<file path="config.mk">
export PLATFORM = sky130hd
export DESIGN_NAME = onthefly_conv_param
export DESIGN_NICKNAME = d
export VERILOG_FILES = /design/src/rtl/otf_pkg.sv /design/src/rtl/otf_append.sv /design/src/rtl/onthefly_conv_param.sv
export SDC_FILE = /design/constraint.sdc
export NUM_CORES = 1
export LEC_CHECK = 0
export BUFFER_PORTS_ARGS = -buffer_cell sky130_fd_sc_hd__buf_2
export CAP_MARGIN = 0
export CORE_MARGIN = 4
export CORE_UTILIZATION = 60
export CTS_CLUSTER_SIZE = 30
export DETAILED_ROUTE_END_ITERATION = 10
export GPL_TIMING_DRIVEN = 0
export PLACE_DENSITY = 0.81
export SLEW_MARGIN = 15
export SYNTH_ARGS = -nofsm -noshare
export SYNTH_HDL_FRONTEND = slang
export SYNTH_HIERARCHICAL = 1
export SYNTH_SLANG_ARGS = --single-unit
</file>
<file path="constraint.sdc">
create_clock -name CLK -period 3.4 [get_ports CLK]
set_clock_uncertainty 0.05 [all_clocks]
set_input_delay 0.51 -clock CLK [delete_from_list [all_inputs] [get_ports CLK]]
set_output_delay 0.51 -clock CLK [all_outputs]
set_load 0.005 [all_outputs]
</file>
<file path="src/rtl/otf_pkg.sv">
// otf_pkg: shared state encoding, digit helpers and parameter limits
// for the on-the-fly quotient converter.
package otf_pkg;
   typedef enum logic [1:0] {IDLE = 2'd0, CONV = 2'd1, DONE = 2'd2} otf_state_t;
   localparam int RADIX_LOG2_MIN = 1;
   localparam int RADIX_LOG2_MAX = 3;
   localparam int DIGIT_W_MAX = 8;
   function automatic int otf_out_w(input int radix_log2, input int ndigits);
      return radix_log2 * ndigits;
   endfunction
   function automatic logic [DIGIT_W_MAX-1:0] digit_abs(input logic signed [DIGIT_W_MAX-1:0] d);
      return d[DIGIT_W_MAX-1] ? -d : d;
   endfunction
   function automatic bit otf_params_ok(input int radix_log2, input int maxdigit, input int digit_w,
                                        input int ndigits, input int out_w);
      return radix_log2 >= RADIX_LOG2_MIN && radix_log2 <= RADIX_LOG2_MAX &&
             maxdigit >= 1 && maxdigit <= (1 << radix_log2) - 1 &&
             digit_w >= 2 && digit_w <= DIGIT_W_MAX && ndigits >= 2 &&
             out_w == otf_out_w(radix_log2, ndigits);
   endfunction
endpackage

</file>
<file path="src/rtl/otf_append.sv">
// otf_append: next Q / QM values after appending one signed radix-2^k digit.
module otf_append
   import otf_pkg::*;
#(
   parameter int RADIX_LOG2 = 2,
   parameter int DIGIT_W = 3,
   parameter int OUT_W = 24
) (
   input  logic signed [DIGIT_W-1:0] q,
   input  logic [OUT_W-1:0]          q_reg,
   input  logic [OUT_W-1:0]          qm_reg,
   output logic [OUT_W-1:0]          q_new,
   output logic [OUT_W-1:0]          qm_new
);
   localparam logic [OUT_W-1:0] RMAX = OUT_W'((1 << RADIX_LOG2) - 1);
   localparam logic [OUT_W-1:0] ONE = OUT_W'(1);
   logic neg, pos;
   logic [OUT_W-1:0] mag, q_ext, lo_q, lo_qm;
   // Negative digits borrow from QM; only strictly positive digits let QM borrow from Q.
   always_comb begin
      neg = q[DIGIT_W-1];
      pos = !neg && (q != '0);
      mag = OUT_W'(digit_abs(DIGIT_W_MAX'(q)));
      q_ext = OUT_W'(q);
      lo_q = neg ? RMAX + ONE - mag : q_ext;
      lo_qm = pos ? q_ext - ONE : RMAX - mag;
      q_new = ((neg ? qm_reg : q_reg) << RADIX_LOG2) | (lo_q & RMAX);
      qm_new = ((pos ? q_reg : qm_reg) << RADIX_LOG2) | (lo_qm & RMAX);
   end
endmodule

</file>
<file path="src/rtl/onthefly_conv_param.sv">
// onthefly_conv_param: MSD-first on-the-fly conversion of signed redundant
// quotient digits into two's complement, with start/done handshake.
module onthefly_conv_param
   import otf_pkg::*;
#(
   parameter int RADIX_LOG2 = 2,
   parameter int MAXDIGIT = 2,
   parameter int DIGIT_W = 3,
   parameter int NDIGITS = 12,
   parameter int OUT_W = otf_out_w(RADIX_LOG2, NDIGITS)
) (
   input  logic                      CLK,
   input  logic                      nRST,
   input  logic                      CE,
   input  logic                      start,
   input  logic                      din_valid,
   input  logic signed [DIGIT_W-1:0] q,
   input  logic                      rem_neg,
   output logic                      busy,
   output logic                      done,
   output logic                      dig_err,
   output logic [OUT_W-1:0]          q_res,
   output logic [OUT_W-1:0]          qm_res
);
   localparam int CNT_W = $clog2(NDIGITS + 1);
   localparam logic [CNT_W-1:0] LAST = CNT_W'(NDIGITS - 1);
   localparam logic [DIGIT_W_MAX-1:0] MAXD = DIGIT_W_MAX'(MAXDIGIT);

   generate
      if (!otf_params_ok(RADIX_LOG2, MAXDIGIT, DIGIT_W, NDIGITS, OUT_W)) begin : g_bad_params
         $error("onthefly_conv_param: illegal parameter combination");
      end
   endgenerate

   otf_state_t st, st_n;
   logic [CNT_W-1:0] cnt, cnt_n;
   logic [OUT_W-1:0] q_r, qm_r, q_n, qm_n, q_app, qm_app, q_res_n, qm_res_n;
   logic done_n, dig_err_n, legal;

   otf_append #(
      .RADIX_LOG2(RADIX_LOG2),
      .DIGIT_W(DIGIT_W),
      .OUT_W(OUT_W)
   ) u_append (
      .q(q),
      .q_reg(q_r),
      .qm_reg(qm_r),
      .q_new(q_app),
      .qm_new(qm_app)
   );

   assign busy = (st == CONV);

   always_comb begin
      st_n = st;
      cnt_n = cnt;
      q_n = q_r;
      qm_n = qm_r;
      q_res_n = q_res;
      qm_res_n = qm_res;
      done_n = 1'b0;
      dig_err_n = 1'b0;
      legal = digit_abs(DIGIT_W_MAX'(q)) <= MAXD;
      // start wins over any digit presented in the same cycle
      if (start) begin
         st_n = CONV;
         cnt_n = '0;
         q_n = '0;
         qm_n = '1;
      end else if (st == CONV && din_valid) begin
         if (!legal) begin
            dig_err_n = 1'b1;
         end else begin
            q_n = q_app;
            qm_n = qm_app;
            cnt_n = cnt + CNT_W'(1);
            if (cnt == LAST) begin
               st_n = DONE;
               q_res_n = rem_neg ? qm_app : q_app;
               qm_res_n = qm_app;
               done_n = 1'b1;
            end
         end
      end
   end

   always_ff @(posedge CLK or negedge nRST) begin
      if (!nRST) st <= IDLE;
      else if (CE) st <= st_n;
   end

   // QM resets to all-ones so a negative first digit sign-extends correctly
   always_ff @(posedge CLK or negedge nRST) begin
      if (!nRST) begin
         cnt <= '0;
         q_r <= '0;
         qm_r <= '1;
         q_res <= '0;
         qm_res <= '0;
         done <= 1'b0;
         dig_err <= 1'b0;
      end else if (CE) begin
         cnt <= cnt_n;
         q_r <= q_n;
         qm_r <= qm_n;
         q_res <= q_res_n;
         qm_res <= qm_res_n;
         done <= done_n;
         dig_err <= dig_err_n;
      end
   end
endmodule

</file>
==> results of run 1 <==
## registers in the layout, summed over array words and instances, names as in the netlist
signal / count
qm_res: 24
q_res: 24
q_r: 22
qm_r: 22
st: 2
done: 1
dig_err: 1
cnt: 4
## worst reg2reg max path, delay by kind of cell, from the launching register on
family	cells	cell delay, ns
AND/OR/NAND/NOR	2	0.37
AO/OA/AOI/OAI	1	0.18
flip-flops	1	0.43
adder cells (fa/ha/maj)	1	0.22
buffers and inverters	2	1.02
## metal layers
| metal | wire length, um | track usage [%] | vias to the layer above | share of wire, % |
|---|---|---|---|---|
| met1 | 5710 | 32.2 | 2086 | 42 |
| met3 | 722 | 4.03 | 26 | 5.3 |
| met2 | 6800 | 42.4 | 118 | 50 |
| met5 | 0 | 0 | - | 0 |
| li1 | - | - | 1877 | - |
| met4 | 283 | 9.78 | 0 | 2.1 |
## cell usage in the layout (no fill, tap or decap), types with 24 or more instances in the layout
master / instances
dfrtp_1: 78
a31oi_1: 24
buf_2: 61
nor2_1: 45
mux2_4: 39
mux2_2: 30
mux2i_1: 48
o22ai_1: 24
inv_1: 31
clkbuf_1: 24
a21oi_1: 29
## repair_timing
action | CTS | global route
hold buffers | 1 | 0
hold endpoints to repair | 18 | 0
resized for setup | 0 | 0
endpoints found under the setup margin | 0 | 0
## power breakdown
part / internal (mW) / leakage, nW / total, mW / switching [mW]
clock network: 0.305 / 0.0884 / 0.714 / 0.410
registers: 1.39 / 1.29 / 1.55 / 0.161
logic: 0.413 / 1.75 / 0.837 / 0.424
total: 2.11 / 3.13 / 3.10 / 0.995
## per-stage QoR
stage	cells	setup WS, ns	utilization, %	hold WS (ns)	power (mW)
after floorplan	485	1.24	-	0.164	2.17
final	668	0.985	70.1	0.452	3.10
after global placement	650	0.757	67.6	0.433	2.34
after global routing	668	0.817	70.1	0.460	3.26
after CTS	668	1.03	70.1	0.440	3.10
after detailed placement	651	0.801	68.0	0.312	2.39
## area by class of cell
cell class | count | area, um2 | area share, %
Sequential cell | 100 | 2530 | 40.8
Clock inverter | 4 | 25.0 | 0.403
Timing Repair Buffer | 59 | 329 | 5.30
Inverter | 31 | 116 | 1.88
Clock buffer | 12 | 155 | 2.50
Buffer | 45 | 290 | 4.68
Multi-Input combinational cell | 309 | 2630 | 42.3
Tap cell | 108 | 135 | 2.18
## worst max-delay path by stage
stage | depth (start not counted) | slack [ns] | end
after global placement | 1 | 0.76 | q_res[9]
after global routing | 6 | 0.82 | q_res[20]
after floorplan | 8 | 1.24 | cnt[2]
after detailed placement | 8 | 0.80 | qm_res[14]
final | 6 | 0.98 | q_res[20]
after CTS | 6 | 1.03 | q_res[20]
==> results.yml, run 1 <==
critical_path:
  cp.required_ns: 3.57
  startpoint_type: "register"
  timing.rr.start: "cnt[0]"
  path_delay_family: "buffers and inverters"
  critPathCaptureType: "register"
  cp_slowest_cell: "clkbuf_1"
  path_buf_inv: 2
  slowest_delay_ns: 0.53
  worst_path_most_repeated_cell: "clkbuf_1"
  cp_max_fo: 10
  crit_type: "reg2reg"
  rr_endpoint: "q_res[20]"
  crit_start: "cnt[0]"
  rrSetupSlack_ns: 0.98
  path_cells: "ha_1 > nand2_1 > nor3_2 > clkbuf_1 > clkbuf_1 > a31oi_1"
  critPathArrivalTime_ns: 2.58
  reg2regPathDepth: 6
clocking:
  post_cts_buffers: 0
  clock_sinks: 100
  root_buffer: "clkbuf_8"
  cts_tree: "done"
  cts_max_level: 3
  clk_pin_slew_ns: 0.09
  cts_buffer_depth: 2
  cts_made_buffers: 9
  worst_skew_pair.late_latency_ns: 0.36
timing:
  hold_viol_final: 0
  fin_crit_sh_pct: 71.0
  setup_viol: 0
  worst_pin_slew_ns: 0.830
  fmax_mhz: 414
  setup_tns_ns: 0
  min_period_ns: 2.42
  finalMaxSlewViolations: 0
  rsz0062_at_grt: "false"
  slew-limit-headroom_pct: 44.7
floorplan:
  start_util_pct: 62.9
  die_y_um: 104
  fp.dieArea_um2: 10900
  row_count: 34
  design.core.area_um2: 8850
  ioPinCount: 60
  die_w_um: 104
detailed_routing:
  vias: 4107
  drtPass1Iterations: 4
  drt_first_iter_violations: 147
  wl_per_cell_um: 20.2
  wl_um: 13500
  viasPerCell: 6.15
  final_antenna_net_count: 0
  drc: 0
worst_hold_path:
  hold_end: "cnt[3]"
  hp-class: "in2reg"
  hold_depth: 3
  min_from: "CE"
placement:
  gp_congestion: 0.850
  port_buffers: 57
  dp_hpwl_um: 9160
  dpl_cell_area_um2: 6020
power:
  p_leak_nw: 3.13
  peakVddDrop_v: 0.000239
  power_density_nw_per_um2: 500
logic_synthesis:
  syn_area_um2: 5560
  synth.avg_cell_area_um2: 11.5
  yosys_warnings: 6
  synthCells: 485
  syn_nets: 497
final_layout:
  final_area_um2: 6210
  diodes: 0
  drive_above_1_share_pct: 38.2
  fin_nets: 567
  fill_cells: 664
  area_delta_synth_final_pct: 11.6
global_route:
  gr-total-overflow: 0
  grt_max_degree: 82
  grt_pass1_vias: 4296
  grt_pass1_wl_um: 22000
  grt_usage_pct: 25.1
  grt_antenna_before_repair: 0
outcome:
  status: "finished clean"
flow_run:
  drv_cap: 0
No activity file was read; power rests on OpenSTA's default activity.
==> run 2: changes to the inputs <==
--- a/config.mk
+++ b/config.mk
@@ -8,11 +8,11 @@
 export BUFFER_PORTS_ARGS = -buffer_cell sky130_fd_sc_hd__buf_2
 export CAP_MARGIN = 0
 export CORE_MARGIN = 4
-export CORE_UTILIZATION = 60
+export CORE_UTILIZATION = 54
 export CTS_CLUSTER_SIZE = 30
 export DETAILED_ROUTE_END_ITERATION = 10
 export GPL_TIMING_DRIVEN = 0
-export PLACE_DENSITY = 0.81
+export PLACE_DENSITY = 0.77
 export SLEW_MARGIN = 15
 export SYNTH_ARGS = -nofsm -noshare
 export SYNTH_HDL_FRONTEND = slang
==> constraint.sdc (replaced) <==
create_clock -name CLK -period 1.9 [get_ports CLK]
set_clock_uncertainty 0.05 [all_clocks]
set_input_delay 0.285 -clock CLK [delete_from_list [all_inputs] [get_ports CLK]]
set_output_delay 0.285 -clock CLK [all_outputs]
set_load 0.005 [all_outputs]
==> results.yml, run 2 (same netlist as run 1, synthesis figures left out) <==
outcome:
  status: "finished clean"
timing:
  rsz0062_at_grt: "true"
  slew-limit-headroom_pct: 43.8
  fin_crit_sh_pct: 99.0
  fmax_mhz: 531
  finalMaxSlewViolations: 0
  worst_pin_slew_ns: 0.843
  hold_viol_final: 0
  fin_ws_ns: 0.0181
  setup_tns_ns: 0
  whs_ns: 0.222
  setup_viol: 0
  min_period_ns: 1.88
final_layout:
  final_cell_mix: "dfrtp_1 (78), buf_2 (58), mux2i_1 (48), nor2_1 (45), mux2_4 (39)"
  drive_above_1_share_pct: 39.6
  utilization_pct: 64.7
  reg_top3: "q_res (24), qm_res (24)"
  area_delta_synth_final_pct: 15.3
  final_common_cell: "dfrtp_1"
  fill_cells: 794
  fin_cells: 698
  fin_nets: 572
  diodes: 0
  final_area_um2: 6410
power:
  power_density_nw_per_um2: 913
  p_leak_nw: 3.21
  peakVddDrop_v: 0.000517
  p_total_mw: 5.86
worst_hold_path:
  hold_end: "cnt[3]"
  hp-class: "in2reg"
  hold_depth: 3
  min_from: "CE"
global_route:
  grt_usage_pct: 24.8
  gr-total-overflow: 0
  grt_pass1_wl_um: 22700
  grt_pass1_vias: 4229
  grt_antenna_before_repair: 0
  grt_max_degree: 69
placement:
  place_inst: 676
  gp_congestion: 0.822
  dpl_cell_area_um2: 6060
  pre_cts_ws_ns: -0.395
  dp_hpwl_um: 9460
  port_buffers: 57
floorplan:
  die_w_um: 109
  fp.dieArea_um2: 12000
  row_count: 36
  die_y_um: 109
  start_util_pct: 56.1
  design.core.area_um2: 9910
  ioPinCount: 60
detailed_routing:
  wl_per_cell_um: 20.0
  vias: 4182
  drtPass1Iterations: 4
  final_antenna_net_count: 0
  drc: 0
  drt_first_iter_violations: 252
  viasPerCell: 5.99
  wl_um: 13900
clocking:
  root_buffer: "clkbuf_8"
  cts_tree: "done"
  cts_buffer_depth: 2
  worst_skew_pair.late_latency_ns: 0.38
  clock_sinks: 100
  clk_pin_slew_ns: 0.10
  cts_max_level: 3
  cts_made_buffers: 9
critical_path:
  cp_max_fo: 8
  path_cells: "buf_2 > inv_1 > ha_1 > mux2_4 > a221oi_4 > nand2_4 > buf_4 > mux2_2"
  path_buf_inv: 3
  cp.required_ns: 2.11
  rrSetupSlack_ns: 0.04
  crit_type: "in2reg"
  timing.rr.start: "st[1]"
  reg2regPathDepth: 5
  rr_endpoint: "qm_res[3]"
  slowest_delay_ns: 0.36
  path_delay_family: "multiplexers"
  startpoint_type: "primary input"
  critPathArrivalTime_ns: 2.09
  cp_slowest_cell: "a221oi_4"
  critPathCaptureType: "register"
flow_run:
  drv_cap: 0
run 2: cell count changes in the layout (fill, tap and decap cells not counted), sizes merged:
cell	change
buf	+4
bufinv	+2
clkinvlp	-1
run 2: routing by layer:
| metal | routed length, um | up-vias | part of all wire (%) | track usage, % |
|---|---|---|---|---|
| met5 | 0 | - | 0 | 0 |
| met4 | 186 | 0 | 1.3 | 7.75 |
| met3 | 756 | 20 | 5.4 | 3.99 |
| met2 | 6890 | 155 | 49 | 40.0 |
| met1 | 6100 | 2118 | 44 | 34.6 |
| li1 | - | 1889 | - | - |
run 2: how the worst max path moves through the flow:
stage / start / to / cells after the start
after floorplan: q[0] / q_r[14] / 8
after global placement: nRST / qm_res[8] / 1
after detailed placement: q[0] / qm_res[11] / 8
after CTS: q[0] / qm_res[10] / 8
after global routing: q[0] / qm_r[20] / 9
final: q[0] / qm_res[3] / 8
run 2: tightest hold or removal path, cell delays in order:
cell and delay [ns]:
buf_2 0.12, nand2_1 0.08, a21boi_1 0.13
run 2: final cells by class:
type                    instances  area, um2  share of cell area (%)
repair buffers                 64        367                    5.71
flip-flops and latches        100       2530                    39.4
clock buffers                  11        141                    2.20
multi-input cells             309       2640                    41.2
clock inverters                 5       85.1                    1.33
inverters                      31        116                    1.81
plain buffers                  45        367                    5.71
well taps                     133        166                    2.59
run 2: repair_timing:
action                                 4_1_cts  5_1_grt
hold buffers                                 1        0
pin swaps                                    0       10
cloned                                       0        1
setup endpoints to repair                   37       84
resized for setup                            7       24
setup buffers                                1        3
endpoints found under the hold margin       28        0
run 2: where the power goes:
part	total [mW]	internal, mW	switching, mW
Clock	1.55	0.783	0.764
Sequential	2.78	2.49	0.295
Combinational	1.53	0.757	0.774
==> run 3: changes to the inputs <==
--- a/config.mk
+++ b/config.mk
@@ -11,10 +11,11 @@
 export CORE_UTILIZATION = 54
 export CTS_CLUSTER_SIZE = 30
 export DETAILED_ROUTE_END_ITERATION = 10
-export GPL_TIMING_DRIVEN = 0
 export PLACE_DENSITY = 0.77
+export REMOVE_ABC_BUFFERS = 1
 export SLEW_MARGIN = 15
 export SYNTH_ARGS = -nofsm -noshare
 export SYNTH_HDL_FRONTEND = slang
 export SYNTH_HIERARCHICAL = 1
 export SYNTH_SLANG_ARGS = --single-unit
+export TNS_END_PERCENT = 10
==> results.yml, run 3 (same netlist as run 1, synthesis figures left out) <==
global_route:
  grt_pass1_wl_um: 19900
  grt_pass1_vias: 4034
  grt_max_degree: 74
  grt_usage_pct: 20.8
  gr-total-overflow: 0
  grt_antenna_before_repair: 0
floorplan:
  die_w_um: 109
  ioPinCount: 60
  die_y_um: 109
  start_util_pct: 56.1
  design.core.area_um2: 9910
  row_count: 36
  fp.dieArea_um2: 12000
critical_path:
  cp_slowest_cell: "dfrtp_1"
  timing.rr.start: "st[1]"
  path_cells: "nand4b_1 > a221oi_4 > buf_6 > nand2_4 > buf_12 > mux2_4"
  critPathCapture: "qm_res[23]"
  critPathArrivalTime_ns: 2.06
  cp.required_ns: 2.11
  cp_max_fo: 16
  slowest_delay_ns: 0.40
  critPathCaptureType: "register"
  crit_cells: 6
  reg2regPathDepth: 6
  startpoint_type: "register"
  crit_start: "st[1]"
  rrSetupSlack_ns: 0.05
  path_buf_inv: 2
  crit_type: "reg2reg"
  path_delay_family: "flip-flops"
  rr_endpoint: "qm_res[23]"
detailed_routing:
  drc: 0
  wl_per_cell_um: 17.4
  drt_first_iter_violations: 141
  vias: 3948
  viasPerCell: 5.80
  final_antenna_net_count: 0
  wl_um: 11800
  drtPass1Iterations: 4
placement:
  dp_hpwl_um: 7960
  gp_congestion: 0.765
  dpl_cell_area_um2: 6140
  port_buffers: 59
final_layout:
  area_delta_synth_final_pct: 14.6
  drive_above_1_share_pct: 41.6
  final_area_um2: 6370
  multi_input_area_um2: 2650
  final_common_cell: "dfrtp_1"
  reg_top3: "q_res (24), qm_res (24)"
  seq_area_um2: 2530
  fill_cells: 796
  diodes: 0
  final_cell_mix: "dfrtp_1 (78), buf_2 (58), mux2i_1 (47), nor2_1 (45), mux2_4 (39)"
  fin_nets: 555
clocking:
  cts_made_buffers: 9
  cts_buffer_depth: 2
  root_buffer: "clkbuf_8"
  cts_max_level: 3
  cts_tree: "done"
  clk_pin_slew_ns: 0.10
  worst_skew_pair.late_latency_ns: 0.37
  clock_sinks: 100
timing:
  rsz0062_at_grt: "true"
  fmax_mhz: 541
  setup_viol: 0
  fin_crit_sh_pct: 97.3
  setup_tns_ns: 0
  slew-limit-headroom_pct: 61.7
  min_period_ns: 1.85
  finalMaxSlewViolations: 0
  hold_viol_final: 0
  worst_pin_slew_ns: 0.574
power:
  peakVddDrop_v: 0.000612
  power_density_nw_per_um2: 874
  p_total_mw: 5.57
  p_leak_nw: 3.19
flow_run:
  drv_cap: 0
outcome:
  status: "finished clean"
worst_hold_path:
  hp-class: "in2async"
run 3: how the worst min path moves through the flow:
| stage | to | cells after the start | slack [ns] |
|---|---|---|---|
| 4_1_cts | qm_res[21] | 2 | 0.33 |
| 2_1_floorplan | cnt[0] | 0 | -0.06 |
| 3_3_place_gp | qm_res[21] | 1 | 0.19 |
| 6_report | qm_res[21] | 2 | 0.33 |
| 3_5_place_dp | qm_res[21] | 1 | 0.19 |
| 5_1_grt | dig_err | 3 | 0.33 |
run 3: what timing repair did:
action | 4_1_cts | 5_1_grt
endpoints found under the setup margin | 0 | 50
resized for setup | 0 | 6
endpoints found under the hold margin | 24 | 0
hold buffers | 1 | 0
buffers inserted | 0 | 2
run 3: per-stage QoR:
step,instances,setup WS (ns),utilization (%),hold WS (ns)
after floorplan,440,-4.51,-,-0.0606
after global placement,662,-0.177,62.0,0.191
after detailed placement,662,-0.246,62.0,0.192
after CTS,679,0.0262,64.0,0.325
after global routing,681,-0.00996,64.3,0.325
final,681,0.0514,64.3,0.331
run 3: worst register-to-register path: stages (launching register included):
cell,delay (ns)
dfrtp_1,0.40
nand4b_1,0.30
a221oi_4,0.30
buf_6,0.16
nand2_4,0.06
buf_12,0.17
mux2_4,0.30
run 3: layout make-up:
class	instances	area share (%)
Clock buffer	9	1.94
Clock inverter	7	1.02
Inverter	31	1.83
Multi-Input combinational cell	309	41.5
Sequential cell	100	39.7
Tap cell	133	2.61
Timing Repair Buffer	92	11.4
run 3: per-layer routing:
metal | up-vias | track usage [%] | wire length, um
met3 | 9 | 3.58 | 506
met5 | - | 0 | 0
met1 | 1993 | 28.5 | 5480
met4 | 0 | 4.45 | 118
met2 | 86 | 34.8 | 5730
li1 | 1860 | - | -
run 3: report_power, final:
group          switching [mW]  total [mW]  leakage, nW  internal [mW]
combinational           0.720        1.49         1.81          0.774
clock                   0.797        1.31       0.0943          0.509
sequential              0.290        2.78         1.29           2.49
total                    1.81        5.57         3.19           3.77
